$ cat config.mk
export PLATFORM = sky130hd
export DESIGN_NAME = fifo_wr_arbiter_flat
export DESIGN_NICKNAME = d
export VERILOG_FILES = /design/src/rtl/fifo_wr_arbiter_if.sv /design/src/rtl/fifo_wr_arbiter.sv /design/src/flat_wrapper.sv
export SDC_FILE = /design/constraint.sdc
export NUM_CORES = 1
export LEC_CHECK = 0
export BUFFER_PORTS_ARGS = -buffer_cell sky130_fd_sc_hd__buf_2
export CAP_MARGIN = 25
export CORE_MARGIN = 3
export CORE_UTILIZATION = 45
export CTS_BUF_LIST = sky130_fd_sc_hd__clkbuf_4
export DETAILED_ROUTE_END_ITERATION = 10
export GPL_TIMING_DRIVEN = 0
export PLACE_DENSITY = 0.88
export SLEW_MARGIN = 20
export SYNTH_ARGS = -nofsm -noshare
export SYNTH_HDL_FRONTEND = slang
export SYNTH_SLANG_ARGS = --single-unit
$ cat constraint.sdc
create_clock -name clk -period 3.9 [get_ports clk]
set_clock_uncertainty 0.2 [all_clocks]
set_input_delay 0.78 -clock clk [delete_from_list [all_inputs] [get_ports clk]]
set_output_delay 0.78 -clock clk [all_outputs]
set_load 0.02 [all_outputs]
$ cat src/rtl/fifo_wr_arbiter_if.sv
// Write-side bundle between NREQ requesters, the arbiter and one FIFO write port.
// master = arbiter view, slave = requester/FIFO environment view.
interface fifo_wr_arbiter_if #(
  parameter int WIDTH = 8,
  parameter int NREQ  = 4
);
  localparam int IDX_W = $clog2(NREQ);

  logic [NREQ-1:0]       req;
  logic [NREQ*WIDTH-1:0] req_data;
  logic                  full;
  logic [NREQ-1:0]       gnt;
  logic [NREQ-1:0]       ack;
  logic                  wr_en;
  logic [WIDTH-1:0]      wdata;
  logic [IDX_W-1:0]      owner;
  logic                  busy;

  modport master (
    input  req, req_data, full,
    output gnt, ack, wr_en, wdata, owner, busy
  );

  modport slave (
    output req, req_data, full,
    input  gnt, ack, wr_en, wdata, owner, busy
  );
endinterface

$ cat src/rtl/fifo_wr_arbiter.sv
// Round-robin owner of one FIFO write port; bursts of up to MAX_BURST words, one-cycle grant latency.
// Never writes while full: a full FIFO stalls the burst in place, and a bubble cycle separates grants.
module fifo_wr_arbiter #(
  parameter int WIDTH     = 8,
  parameter int NREQ      = 4,
  parameter int MAX_BURST = 4,
  localparam int IDX_W    = $clog2(NREQ)
) (
  input  logic              clk,
  input  logic              res,
  fifo_wr_arbiter_if.master bus
);

  localparam int CNT_W = $clog2(MAX_BURST) + 1;

  typedef enum logic {
    ST_IDLE  = 1'b0,
    ST_BURST = 1'b1
  } state_t;

  state_t           state_q, state_d;
  logic [IDX_W-1:0] owner_q, owner_d;
  logic [IDX_W-1:0] last_q,  last_d;
  logic [CNT_W-1:0] cnt_q,   cnt_d;

  logic             busy_w;
  logic             wr_en_w;
  logic             pick_vld;
  logic [IDX_W-1:0] pick_idx;
  logic [IDX_W-1:0] cand;

  // Scan downwards from the farthest candidate so the nearest one after last_q wins.
  always_comb begin
    pick_vld = 1'b0;
    pick_idx = '0;
    cand     = '0;
    for (int k = NREQ; k >= 1; k--) begin
      cand = IDX_W'((int'(last_q) + k) % NREQ);
      if (bus.req[cand]) begin
        pick_vld = 1'b1;
        pick_idx = cand;
      end
    end
  end

  always_comb begin
    busy_w    = (state_q == ST_BURST);
    wr_en_w   = busy_w && bus.req[owner_q] && !bus.full;
    bus.busy  = busy_w;
    bus.wr_en = wr_en_w;
    bus.owner = owner_q;
    bus.gnt   = busy_w  ? (NREQ'(1) << owner_q) : '0;
    bus.ack   = wr_en_w ? (NREQ'(1) << owner_q) : '0;
    bus.wdata = busy_w  ? bus.req_data[int'(owner_q)*WIDTH +: WIDTH] : '0;
  end

  always_comb begin
    state_d = state_q;
    owner_d = owner_q;
    last_d  = last_q;
    cnt_d   = cnt_q;
    case (state_q)
      ST_IDLE: begin
        if (!bus.full && pick_vld) begin
          owner_d = pick_idx;
          cnt_d   = '0;
          state_d = ST_BURST;
        end
      end
      ST_BURST: begin
        if (!bus.req[owner_q]) begin
          state_d = ST_IDLE;
          last_d  = owner_q;
        end else if (!bus.full) begin
          cnt_d = cnt_q + 1'b1;
          if (cnt_q == CNT_W'(MAX_BURST - 1)) begin
            state_d = ST_IDLE;
            last_d  = owner_q;
          end
        end
      end
      default: state_d = ST_IDLE;
    endcase
  end

  // last resets to NREQ-1 so that requester 0 is first in line after reset.
  always_ff @(posedge clk) begin
    if (res) begin
      state_q <= ST_IDLE;
      owner_q <= '0;
      last_q  <= IDX_W'(NREQ - 1);
      cnt_q   <= '0;
    end else begin
      state_q <= state_d;
      owner_q <= owner_d;
      last_q  <= last_d;
      cnt_q   <= cnt_d;
    end
  end

endmodule

$ cat src/flat_wrapper.sv
// flat-port wrapper written by rule: the top's interface ports become plain ports
module fifo_wr_arbiter_flat 
#(
  parameter int WIDTH     = 8,
  parameter int NREQ      = 4,
  parameter int MAX_BURST = 4,
  localparam int IDX_W    = $clog2(NREQ)
)
  (clk, res, bus_req, bus_req_data, bus_full, bus_gnt, bus_ack, bus_wr_en, bus_wdata, bus_owner, bus_busy);
  fifo_wr_arbiter_if #(.WIDTH(WIDTH), .NREQ(NREQ)) bus_i ();
  input  logic clk;
  input  logic res;
  input wire logic [$bits(bus_i.req)-1:0] bus_req;
  input wire logic [$bits(bus_i.req_data)-1:0] bus_req_data;
  input wire logic [$bits(bus_i.full)-1:0] bus_full;
  output wire logic [$bits(bus_i.gnt)-1:0] bus_gnt;
  output wire logic [$bits(bus_i.ack)-1:0] bus_ack;
  output wire logic [$bits(bus_i.wr_en)-1:0] bus_wr_en;
  output wire logic [$bits(bus_i.wdata)-1:0] bus_wdata;
  output wire logic [$bits(bus_i.owner)-1:0] bus_owner;
  output wire logic [$bits(bus_i.busy)-1:0] bus_busy;
  assign bus_i.req = bus_req;
  assign bus_i.req_data = bus_req_data;
  assign bus_i.full = bus_full;
  assign bus_gnt = bus_i.gnt;
  assign bus_ack = bus_i.ack;
  assign bus_wr_en = bus_i.wr_en;
  assign bus_wdata = bus_i.wdata;
  assign bus_owner = bus_i.owner;
  assign bus_busy = bus_i.busy;
  fifo_wr_arbiter #(.WIDTH(WIDTH), .NREQ(NREQ), .MAX_BURST(MAX_BURST)) u_core (.clk(clk), .res(res), .bus(bus_i));
endmodule
==> run summary <==
Reg power frac = 34.0%
Syn_area_per_cell = 9.68 sq um
Die width = 48.3 um
Core area = 0.00159 sq mm
Logic pwr share = 42.1%
Internal power = 0.000178 W
Sw Pwr = 0.0000900 W
Vias post-DR = 913
Crit Path Max Fanout = 6
CTS tree = built
Yosys warns = 0
Worst EP required = 2.92 ns
Die ar. = 0.00233 sq mm
PortBufs = 57
VDD IR max = 189 uV
FP Rows = 14
Type of origin of the critical path = input pin
DRC = 0
DRT Wirelength = 2440 um
Critical Path AT = 1.99 ns
Cts hold-fix bufs = 0
RSZ-0062 raised after global routing = no
Yosys reg bits = 8
Min-delay worst type = reg -> reg
Clock network power share = 23.8%
Outcome = finished, final reports clean
DP Wirelength = 1990 um
MaxCap Viol Count = 0
Max Clk Rate = 337 MHz
CP Capture Type = primary output
Nets = 186
Largest net degree at the start of global routing = 11
Final hold violation count = 0
Max Root-Sink Buffers = 2
Initial antenna violation count = 0
Io pins = 59
# clock sinks = 8
Final Cycle Share = 76.1%
CP Class = in -> out
Slew Limit Fails = 0
CTS Buf Count = 3
Post-CTS Setup Bufs = 0
Drt pass-1 iters = 4
Final-report setup violation count = 0
Seq/Total Area, Yosys = 19.9%
Synth async-reset ratio = 0%
Share of cells above drive strength 1 = 51.0%
Worst-Skew Late Latency = 0.26 ns
Routed WL per cell = 14.6 um
Sw Share = 33.6%
Most frequent cells in the layout = buf_2, and2_1, a21oi_1, dfxtp_1, inv_1
Area growth syn-to-layout = 42.1%
Vias in the first global route = 799
Synth Cell Area = 803 sq um
Reg area = 160 sq um
Synth Flop Type = dfxtp_1
GRT overflow = 0
Post-layout util = 71.6%
Global-route usage over all layers = 20.5%
1st-iter DRT viols = 6
CTS H-Tree Depth = 1
Initial core utilization = 50.4%
Worst-Margin Slew = 0.490 ns
Syn Inst Count = 83
First-pass GRT wire length = 3280 um
CTS resizes = 0
Root buf cell = clkbuf_4
Routability cong. = 0.829
Leakage = 0.595 nW
Synth unique cells = 30
Post-layout minimum cycle time = 2.97 ns
Via/cell ratio = 5.47
N_diodes = 0
Antenna Nets Post-Route = 0
Commonest non-fill, non-tap cell in the layout = buf_2
Die height = 48.3 um
Fill count = 136
CTS clk-pin slew, worst paths = 0.05 ns
Multi-input logic area = 578 sq um
Cell Pwr Density = 235 mW/mm^2
Syn nets = 124
Post-synth EDFFs = 0
Worst slew margin = 67.2%
Setup TNS = 0 ns
## critical path, stage by stage
cell and delay (ns):
buf_2 0.14, mux4_2 0.56, nand3b_4 0.14, inv_2 0.05, and3_1 0.16, buf_2 0.15
## cell usage after synthesis (2+ instances only)
cell type / n / area share [%]
inv_1: 7 / 3.3
and2_1: 8 / 6.2
mux4_1: 3 / 9.8
a21oi_1: 8 / 5.0
clkbuf_1: 2 / 0.93
nand2_1: 2 / 0.93
or2_1: 2 / 1.6
mux4_2: 6 / 17
o21ai_0: 6 / 3.7
ha_1: 2 / 3.1
nand3_1: 4 / 2.5
nor3b_1: 4 / 3.7
o22ai_1: 2 / 1.6
dfxtp_1: 8 / 20
and3_1: 4 / 3.1
## worst paths after layout
path                       startpoint         endpoint  cells past startpoint  slack (ns)
hold reg to reg       u_core.cnt_q[2]  u_core.cnt_q[2]                      2        0.27
hold / removal        u_core.cnt_q[2]  u_core.cnt_q[2]                      2        0.27
setup reg to reg  u_core.bus.owner[0]  u_core.cnt_q[0]                      5        2.19
setup / recovery           bus_req[3]       bus_ack[3]                      6        0.93
## area by class of cell
cell class | count | area share (%)
multi-input cells | 61 | 50.7
repair buffers | 57 | 25.0
flip-flops and latches | 8 | 14.0
plain buffers | 6 | 3.07
inverters | 8 | 2.63
well taps | 24 | 2.63
clock buffers | 3 | 1.97
## cell families after synthesis
group	after synthesis	share of synthesized area [%]
flops	8	19.9
compound gates	21	18.4
fa+ha+maj	2	3.11
mux	9	26.6
buf+inv	14	8.10
simple gates	29	23.8
## flip-flops by register name, summed over array words and instances, names as in the netlist
register / count
u_core.bus.owner: 2
u_core.bus.busy: 1
u_core.cnt_q: 3
u_core.last_q: 2
## metal layers
metal	global-route usage (%)	vias up	wire length, um
li1	-	437	-
met1	19.5	409	884
met2	38.0	60	1180
met3	4.80	7	327
met4	14.0	0	51
met5	0	-	0
## metrics by stage
stage	area (sq um)	hold slack [ns]	worst slack (ns)	cells	power, W
final	1140	0.274	0.933	167	0.000268
after global routing	1140	0.291	0.879	167	0.000283
after CTS	1140	0.274	0.927	167	0.000269
after detailed placement	1120	0.266	0.931	164	0.000205
after global placement	1120	0.255	0.944	164	0.000201
after floorplan	803	0.248	0.906	83	0.000164
## power groups by stage
stage	Clock (W)	Sequential (W)	Combinational, W
floorplan	0	0.0000952	0.0000684
global placement	0	0.0000926	0.000108
detailed placement	0	0.0000927	0.000113
CTS	0.0000645	0.0000910	0.000113
global route	0.0000683	0.0000919	0.000122
finish	0.0000638	0.0000911	0.000113
Note: power is estimated with default switching activity, not from simulation.
